<file path="src/rtl/memory_arbiter_pkg.sv">
// Shared types for the main-memory arbiter: FSM states, requester ids, default widths.
// Pure declarations, no timing and no backpressure.
package memory_arbiter_defs;
  localparam int DEFAULT_ADDRESS_WIDTH   = 32;
  localparam int DEFAULT_CACHE_LINE_SIZE = 128;
  localparam int DEFAULT_TIMEOUT_CYCLES  = 64;

  typedef enum logic [1:0] {
    IDLE     = 2'd0,
    MEM_WAIT = 2'd1,
    RESPOND  = 2'd2
  } state_t;

  typedef enum logic {
    REQ_ICACHE = 1'b0,
    REQ_DCACHE = 1'b1
  } req_id_t;
endpackage

</file>
<file path="src/rtl/memory_arbiter_if.sv">
// Cache-side and memory-side handshake bundle; master is the arbiter, slave is caches plus memory.
// Requests are level-held until the matching one-cycle ready pulse; memory holds off via mem_ready.
interface memory_arbiter_if
  import memory_arbiter_defs::*;
#(
  parameter int ADDRESS_WIDTH   = DEFAULT_ADDRESS_WIDTH,
  parameter int CACHE_LINE_SIZE = DEFAULT_CACHE_LINE_SIZE
);
  logic                       icache_req;
  logic [ADDRESS_WIDTH-1:0]   icache_addr;
  logic                       icache_ready;
  logic [CACHE_LINE_SIZE-1:0] icache_rdata;
  logic                       icache_error;

  logic                       dcache_req;
  logic                       dcache_we;
  logic [ADDRESS_WIDTH-1:0]   dcache_addr;
  logic [CACHE_LINE_SIZE-1:0] dcache_wdata;
  logic                       dcache_ready;
  logic [CACHE_LINE_SIZE-1:0] dcache_rdata;
  logic                       dcache_error;

  logic                       mem_req;
  logic                       mem_we;
  logic [ADDRESS_WIDTH-1:0]   mem_addr;
  logic [CACHE_LINE_SIZE-1:0] mem_wdata;
  logic                       mem_ready;
  logic [CACHE_LINE_SIZE-1:0] mem_rdata;

  modport master (
    input  icache_req, icache_addr,
    input  dcache_req, dcache_we, dcache_addr, dcache_wdata,
    input  mem_ready, mem_rdata,
    output icache_ready, icache_rdata, icache_error,
    output dcache_ready, dcache_rdata, dcache_error,
    output mem_req, mem_we, mem_addr, mem_wdata
  );

  modport slave (
    output icache_req, icache_addr,
    output dcache_req, dcache_we, dcache_addr, dcache_wdata,
    output mem_ready, mem_rdata,
    input  icache_ready, icache_rdata, icache_error,
    input  dcache_ready, dcache_rdata, dcache_error,
    input  mem_req, mem_we, mem_addr, mem_wdata
  );
endinterface

</file>
<file path="src/rtl/memory_arbiter_rr_arbiter_2.sv">
// Two-input round-robin pick: a tie goes to whichever requester was not granted last.
// Purely combinational, zero latency; no backpressure of its own.
module rr_arbiter_2
  import memory_arbiter_defs::*;
(
  input  logic [1:0] req,
  input  req_id_t    last_grant,
  output req_id_t    grant,
  output logic       grant_valid
);
  always_comb begin
    grant_valid = |req;
    grant       = REQ_ICACHE;
    if (req == 2'b11) begin
      grant = (last_grant == REQ_ICACHE) ? REQ_DCACHE : REQ_ICACHE;
    end else if (req[1]) begin
      grant = REQ_DCACHE;
    end
  end
endmodule

</file>
<file path="src/rtl/memory_arbiter.sv">
// Shares the main-memory port between icache and dcache, round-robin, one transaction in flight.
// Ready pulses 2 cycles after grant with zero-wait memory; caches hold req until ready, memory stalls via mem_ready.
module memory_arbiter
  import memory_arbiter_defs::*;
#(
  parameter int ADDRESS_WIDTH   = DEFAULT_ADDRESS_WIDTH,
  parameter int CACHE_LINE_SIZE = DEFAULT_CACHE_LINE_SIZE,
  parameter int TIMEOUT_CYCLES  = DEFAULT_TIMEOUT_CYCLES
) (
  input  logic             clk,
  input  logic             reset,
  memory_arbiter_if.master bus,
  output logic             busy
);
  localparam int               CNT_W    = (TIMEOUT_CYCLES > 1) ? $clog2(TIMEOUT_CYCLES) : 1;
  localparam logic [CNT_W-1:0] LAST_CNT = CNT_W'(TIMEOUT_CYCLES - 1);

  state_t                     state;
  req_id_t                    owner;
  req_id_t                    last_grant;
  req_id_t                    pick;
  logic                       pick_vld;
  logic [CNT_W-1:0]           wait_cnt;
  logic                       done;
  logic [CACHE_LINE_SIZE-1:0] fill_line;

  rr_arbiter_2 u_rr (
    .req         ({bus.dcache_req, bus.icache_req}),
    .last_grant  (last_grant),
    .grant       (pick),
    .grant_valid (pick_vld)
  );

  // A mem_ready on the last wait cycle still counts as success; write-backs hand back a zero line.
  always_comb begin
    done      = bus.mem_ready || (wait_cnt == LAST_CNT);
    fill_line = (bus.mem_ready && !bus.mem_we) ? bus.mem_rdata : {CACHE_LINE_SIZE{1'b0}};
  end

  always_ff @(posedge clk or negedge reset) begin
    if (!reset) begin
      state            <= IDLE;
      owner            <= REQ_ICACHE;
      last_grant       <= REQ_DCACHE;
      wait_cnt         <= '0;
      busy             <= 1'b0;
      bus.mem_req      <= 1'b0;
      bus.mem_we       <= 1'b0;
      bus.mem_addr     <= {ADDRESS_WIDTH{1'b0}};
      bus.mem_wdata    <= {CACHE_LINE_SIZE{1'b0}};
      bus.icache_ready <= 1'b0;
      bus.icache_error <= 1'b0;
      bus.icache_rdata <= {CACHE_LINE_SIZE{1'b0}};
      bus.dcache_ready <= 1'b0;
      bus.dcache_error <= 1'b0;
      bus.dcache_rdata <= {CACHE_LINE_SIZE{1'b0}};
    end else begin
      bus.icache_ready <= 1'b0;
      bus.icache_error <= 1'b0;
      bus.dcache_ready <= 1'b0;
      bus.dcache_error <= 1'b0;
      case (state)
        IDLE: begin
          if (pick_vld) begin
            state       <= MEM_WAIT;
            owner       <= pick;
            last_grant  <= pick;
            wait_cnt    <= '0;
            busy        <= 1'b1;
            bus.mem_req <= 1'b1;
            if (pick == REQ_ICACHE) begin
              bus.mem_we    <= 1'b0;
              bus.mem_addr  <= bus.icache_addr;
              bus.mem_wdata <= {CACHE_LINE_SIZE{1'b0}};
            end else begin
              bus.mem_we    <= bus.dcache_we;
              bus.mem_addr  <= bus.dcache_addr;
              bus.mem_wdata <= bus.dcache_wdata;
            end
          end
        end
        MEM_WAIT: begin
          if (done) begin
            state       <= RESPOND;
            bus.mem_req <= 1'b0;
            if (owner == REQ_ICACHE) begin
              bus.icache_ready <= 1'b1;
              bus.icache_error <= !bus.mem_ready;
              bus.icache_rdata <= fill_line;
            end else begin
              bus.dcache_ready <= 1'b1;
              bus.dcache_error <= !bus.mem_ready;
              bus.dcache_rdata <= fill_line;
            end
          end else begin
            wait_cnt <= wait_cnt + CNT_W'(1);
          end
        end
        RESPOND: begin
          state    <= IDLE;
          busy     <= 1'b0;
          wait_cnt <= '0;
        end
        default: begin
          state <= IDLE;
          busy  <= 1'b0;
        end
      endcase
    end
  end
endmodule

</file>
<file path="src/flat_wrapper.sv">
// flat-port wrapper written by rule: the top's interface ports become plain ports
module memory_arbiter_flat import memory_arbiter_defs::*;
#(
  parameter int ADDRESS_WIDTH   = DEFAULT_ADDRESS_WIDTH,
  parameter int CACHE_LINE_SIZE = DEFAULT_CACHE_LINE_SIZE,
  parameter int TIMEOUT_CYCLES  = DEFAULT_TIMEOUT_CYCLES
)
  (clk, reset, busy, bus_icache_req, bus_icache_addr, bus_dcache_req, bus_dcache_we, bus_dcache_addr, bus_dcache_wdata, bus_mem_ready, bus_mem_rdata, bus_icache_ready, bus_icache_rdata, bus_icache_error, bus_dcache_ready, bus_dcache_rdata, bus_dcache_error, bus_mem_req, bus_mem_we, bus_mem_addr, bus_mem_wdata);
  memory_arbiter_if #(.ADDRESS_WIDTH(ADDRESS_WIDTH), .CACHE_LINE_SIZE(CACHE_LINE_SIZE)) bus_i ();
  input  logic clk;
  input  logic reset;
  output logic busy;
  input wire logic [$bits(bus_i.icache_req)-1:0] bus_icache_req;
  input wire logic [$bits(bus_i.icache_addr)-1:0] bus_icache_addr;
  input wire logic [$bits(bus_i.dcache_req)-1:0] bus_dcache_req;
  input wire logic [$bits(bus_i.dcache_we)-1:0] bus_dcache_we;
  input wire logic [$bits(bus_i.dcache_addr)-1:0] bus_dcache_addr;
  input wire logic [$bits(bus_i.dcache_wdata)-1:0] bus_dcache_wdata;
  input wire logic [$bits(bus_i.mem_ready)-1:0] bus_mem_ready;
  input wire logic [$bits(bus_i.mem_rdata)-1:0] bus_mem_rdata;
  output wire logic [$bits(bus_i.icache_ready)-1:0] bus_icache_ready;
  output wire logic [$bits(bus_i.icache_rdata)-1:0] bus_icache_rdata;
  output wire logic [$bits(bus_i.icache_error)-1:0] bus_icache_error;
  output wire logic [$bits(bus_i.dcache_ready)-1:0] bus_dcache_ready;
  output wire logic [$bits(bus_i.dcache_rdata)-1:0] bus_dcache_rdata;
  output wire logic [$bits(bus_i.dcache_error)-1:0] bus_dcache_error;
  output wire logic [$bits(bus_i.mem_req)-1:0] bus_mem_req;
  output wire logic [$bits(bus_i.mem_we)-1:0] bus_mem_we;
  output wire logic [$bits(bus_i.mem_addr)-1:0] bus_mem_addr;
  output wire logic [$bits(bus_i.mem_wdata)-1:0] bus_mem_wdata;
  assign bus_i.icache_req = bus_icache_req;
  assign bus_i.icache_addr = bus_icache_addr;
  assign bus_i.dcache_req = bus_dcache_req;
  assign bus_i.dcache_we = bus_dcache_we;
  assign bus_i.dcache_addr = bus_dcache_addr;
  assign bus_i.dcache_wdata = bus_dcache_wdata;
  assign bus_i.mem_ready = bus_mem_ready;
  assign bus_i.mem_rdata = bus_mem_rdata;
  assign bus_icache_ready = bus_i.icache_ready;
  assign bus_icache_rdata = bus_i.icache_rdata;
  assign bus_icache_error = bus_i.icache_error;
  assign bus_dcache_ready = bus_i.dcache_ready;
  assign bus_dcache_rdata = bus_i.dcache_rdata;
  assign bus_dcache_error = bus_i.dcache_error;
  assign bus_mem_req = bus_i.mem_req;
  assign bus_mem_we = bus_i.mem_we;
  assign bus_mem_addr = bus_i.mem_addr;
  assign bus_mem_wdata = bus_i.mem_wdata;
  memory_arbiter #(.ADDRESS_WIDTH(ADDRESS_WIDTH), .CACHE_LINE_SIZE(CACHE_LINE_SIZE), .TIMEOUT_CYCLES(TIMEOUT_CYCLES)) u_core (.clk(clk), .reset(reset), .bus(bus_i), .busy(busy));
endmodule
</file>
<file path="config.mk">
export PLATFORM = sky130hd
export DESIGN_NAME = memory_arbiter_flat
export DESIGN_NICKNAME = d
export VERILOG_FILES = /design/src/rtl/memory_arbiter_pkg.sv /design/src/rtl/memory_arbiter_if.sv /design/src/rtl/memory_arbiter_rr_arbiter_2.sv /design/src/rtl/memory_arbiter.sv /design/src/flat_wrapper.sv
export SDC_FILE = /design/constraint.sdc
export NUM_CORES = 1
export LEC_CHECK = 0
export ABC_AREA = 1
export CAP_MARGIN = 10
export CORE_AREA = 2 2 290 292
export CTS_BUF_LIST = sky130_fd_sc_hd__clkbuf_4
export CTS_CLUSTER_DIAMETER = 50
export CTS_CLUSTER_SIZE = 25
export DETAILED_ROUTE_END_ITERATION = 7
export DIE_AREA = 0 0 292 294
export GPL_TIMING_DRIVEN = 0
export PLACE_DENSITY_LB_ADDON = 0.25
export SLEW_MARGIN = 20
export SYNTH_ARGS = -nofsm -noshare
export SYNTH_HDL_FRONTEND = slang
export SYNTH_SLANG_ARGS = --single-unit
</file>
<file path="constraint.sdc">
create_clock -name clk -period 1.6 [get_ports clk]
set_input_delay 0.32 -clock clk [delete_from_list [all_inputs] [get_ports clk]]
set_output_delay 0.32 -clock clk [all_outputs]
set_load 0.01 [all_outputs]
</file>
==> impl_results.md <==
- Status: finished, violations left
- Failing checks: negative hold slack, negative setup slack
- Drc violations: 0
- Pins Over Slew Limit: 0
- Crit-path max FO: 6
- Synth Instances: 2199
- Vias in the first global route: 19.6k
- Sw frac: 0.413
- Num ports: roughly 750
- CP arrival: about 2.6 ns
- DP Wirelength: 63700 um
- Layout cells sized above 1: 0.395
- Row count: 106
- Leak: 19.0 nW
- R2R Path Start: u_core.wait_cnt[1]
- Initial antenna violation count: 6
- Max H-tree Level: 2
- Grt ovf: 0
- Max_slew headroom: 0.597
- Post-DR vias/cell: 4.29
- Final #Nets: 3898
- Switch Pwr: 0.0245 W
- WL final: about 94000 um
- Initial Util: 0.221
- Largest net degree at the start of global routing: 83
- Peak supply drop: 0.868 mV
- Final Worst Setup Slack: -0.261 ns
- Clock Power Share: 0.141
- Final Hold Viols: 44
- Vias: 20.2k
- Final antenna-violating net count: 0
- Max clock buf depth: 3
- Cell Pwr Density: 1620 mW/mm^2
- Clk_skew: 0.0474 ns
- WP data required: 2.36 ns
- Clock root buffer: clkbuf_4
- CP Capture Type: flop
- RSZ-0062 raised after global routing: yes
- Worst hold slack: -0.0574 ns
- Area grow syn2layout: 99.5%
- Synthesized flop and latch total: 433
- Worst hold path type: primary input to async pin
- All-layer global routing usage: 0.196
- Tmin final: about 1.9 ns
- Clk_lat worst skew: 0.89 ns
- Global placer's final weighted congestion: around 0.9
- Die Span Y: 294 um
- CTS tree: done
- First-pass GRT wire length: ~130000 um
- Commonest non-fill, non-tap cells in the layout: nand2_1, dfrtp_1, clkdlybuf4s50_1, buf_6, dlygate4sd3_1
- Worst-path clk slew: 0.13 ns
- Avg WL per Cell: around 20 um
- Syn nets: between 2k and 3k
- F_max: 537 MHz
- Post-synth cell types: 27
- Startpoint types: flop
- Period utilization: 1.16
- MaxCap Viol Count: 0
- Least-Margin Pin Slew: 0.605 ns
- Iter 0 DRT Violations: 843
- Core footprint: 0.0829 mm^2
- Cell Int Power: 0.0349 W
- Seq pwr share: 0.310
- Critical path type: flop to flop
- CTS Sinks: 433
- Worst r2r path cells: 11
- Die ar.: 0.0858 mm^2
- TritonCTS buffer count: 60
- Ys Warns: 0
- Die X: between 200 and 300 um
- R2R Setup Slk: -0.26 ns
- Synth Area per Inst: 8.35 um^2
- Part of the power in combinational logic: 0.550
- # fillers: 8097
- Post-Syn Area: 0.0184 mm^2
- Power, Total: 0.0594 W
- FF-to-FF End: u_core.bus.dcache_rdata[2]
- Sequential fraction of the synthesis area: 0.590
- Commonest non-fill, non-tap cell in the layout: nand2_1
- Setup violations, final: 814
- Port Buffer Count: around 750
- First-pass DRT Iterations: 5
registers in the layout (all words and copies together) (netlist names), 2 cells and up:
signal	count
u_core.state	2
u_core.bus.mem_wdata	128
u_core.bus.dcache_rdata	128
u_core.bus.icache_rdata	128
u_core.wait_cnt	6
u_core.bus.mem_addr	32
logic make-up after synthesis:
kind of cell | after synthesis | share of synthesized area
buffers and inverters | 296 | 0.0684
AO/OA/AOI/OAI | 167 | 0.0499
adder cells (fa/ha/maj) | 1 | 0.000682
XOR/XNOR | 2 | 0.000955
flip-flops | 433 | 0.590
AND/OR/NAND/NOR | 1300 | 0.290
power groups by stage:
stage          Sequential, W  Combinational [W]  Clock (W)
4_1_cts               0.0175             0.0228    0.00863
6_report              0.0184             0.0326    0.00835
5_1_grt               0.0188             0.0348    0.00907
2_1_floorplan         0.0194            0.00707          0
3_3_place_gp          0.0178             0.0235          0
3_5_place_dp          0.0178             0.0236          0
how the worst max path moves through the flow:
stage                                        start                            to
after global placement                       reset        u_core.bus.mem_addr[8]
after CTS                 u_core.bus.mem_wdata[10]             bus_mem_wdata[10]
after global routing            u_core.wait_cnt[0]  u_core.bus.dcache_rdata[100]
final                           u_core.wait_cnt[1]    u_core.bus.dcache_rdata[2]
after floorplan                 u_core.wait_cnt[0]  u_core.bus.icache_rdata[107]
after detailed placement             bus_mem_ready  u_core.bus.dcache_rdata[104]
what timing repair did:
item | 4_1_cts | 5_1_grt
endpoints found under the setup margin | 856 | 854
buffers inserted | 90 | 164
endpoints found under the hold margin | 569 | 45
gates resized for setup | 1933 | 1238
pin swaps | 2 | 66
cloned | 7 | 44
hold buffers | 253 | 1
layer usage:
layer	global-route usage	vias to the layer above	wire [um]
li1	-	9698	-
met1	0.224	9619	36100
met2	0.355	723	48600
met3	0.0524	161	6210
met4	0.0621	6	3190
met5	0	-	34
critical path, stage by stage, from the launching register on:
cell and delay [ns]:
dfrtp_1 0.43, ha_4 0.18, nand3_4 0.08, inv_2 0.08
nand2_4 0.06, nand2_8 0.11, nand3_4 0.17, buf_12 0.20
buf_16 0.15, clkbuf_16 0.17, nand2_2 0.05, nand2_1 0.05
layout make-up:
cell class	count	area [um^2]	area share
clock buffers	65	488	0.0133
plain buffers	150	1660	0.0452
flip-flops and latches	433	10800	0.296
multi-input cells	1470	8000	0.218
clock inverters	49	509	0.0139
diodes	3	7.51	0.000205
inverters	143	564	0.0154
repair buffers	1313	13200	0.361
well taps	1080	1350	0.0369
per-stage QoR:
step	instances	setup WS (ns)	TNS [ns]	cell area [um^2]	util
floorplan	2199	0.0483	0	18400	-
global placement	4027	-20.93	-9466.02	27200	0.328
detailed placement	4033	-1.46	-452.91	27400	0.330
CTS	4497	-0.341	-165.69	30500	0.368
global route	4705	-0.356	-200.80	36600	0.442
finish	4706	-0.261	-118.68	36600	0.442
synthesized netlist by cell type:
cell type	instances	area share
nand2_1	989	0.20
dfrtp_1	432	0.59
inv_1	138	0.028
nor2_1	133	0.027
o21ai_0	131	0.036
nand4_1	128	0.044
buf_2	76	0.021
clkbuf_1	58	0.012
o211ai_1	32	0.013
or2_2	32	0.011
nand3_1	12	0.0033
buf_4	11	0.0045
buf_1	7	0.0014
inv_2	5	0.0010
a21oi_1	2	0.00055
o21ai_1	2	0.00055
buf_6	1	0.00061
dfstp_2	1	0.0014
ha_1	1	0.00068
nand2_2	1	0.00034
nand2_4	1	0.00061
nand3_2	1	0.00055
nor2_2	1	0.00034
nor3_1	1	0.00027
or2_1	1	0.00034
xnor2_1	1	0.00048
xor2_1	1	0.00048
(Power assumes the default switching activity.)
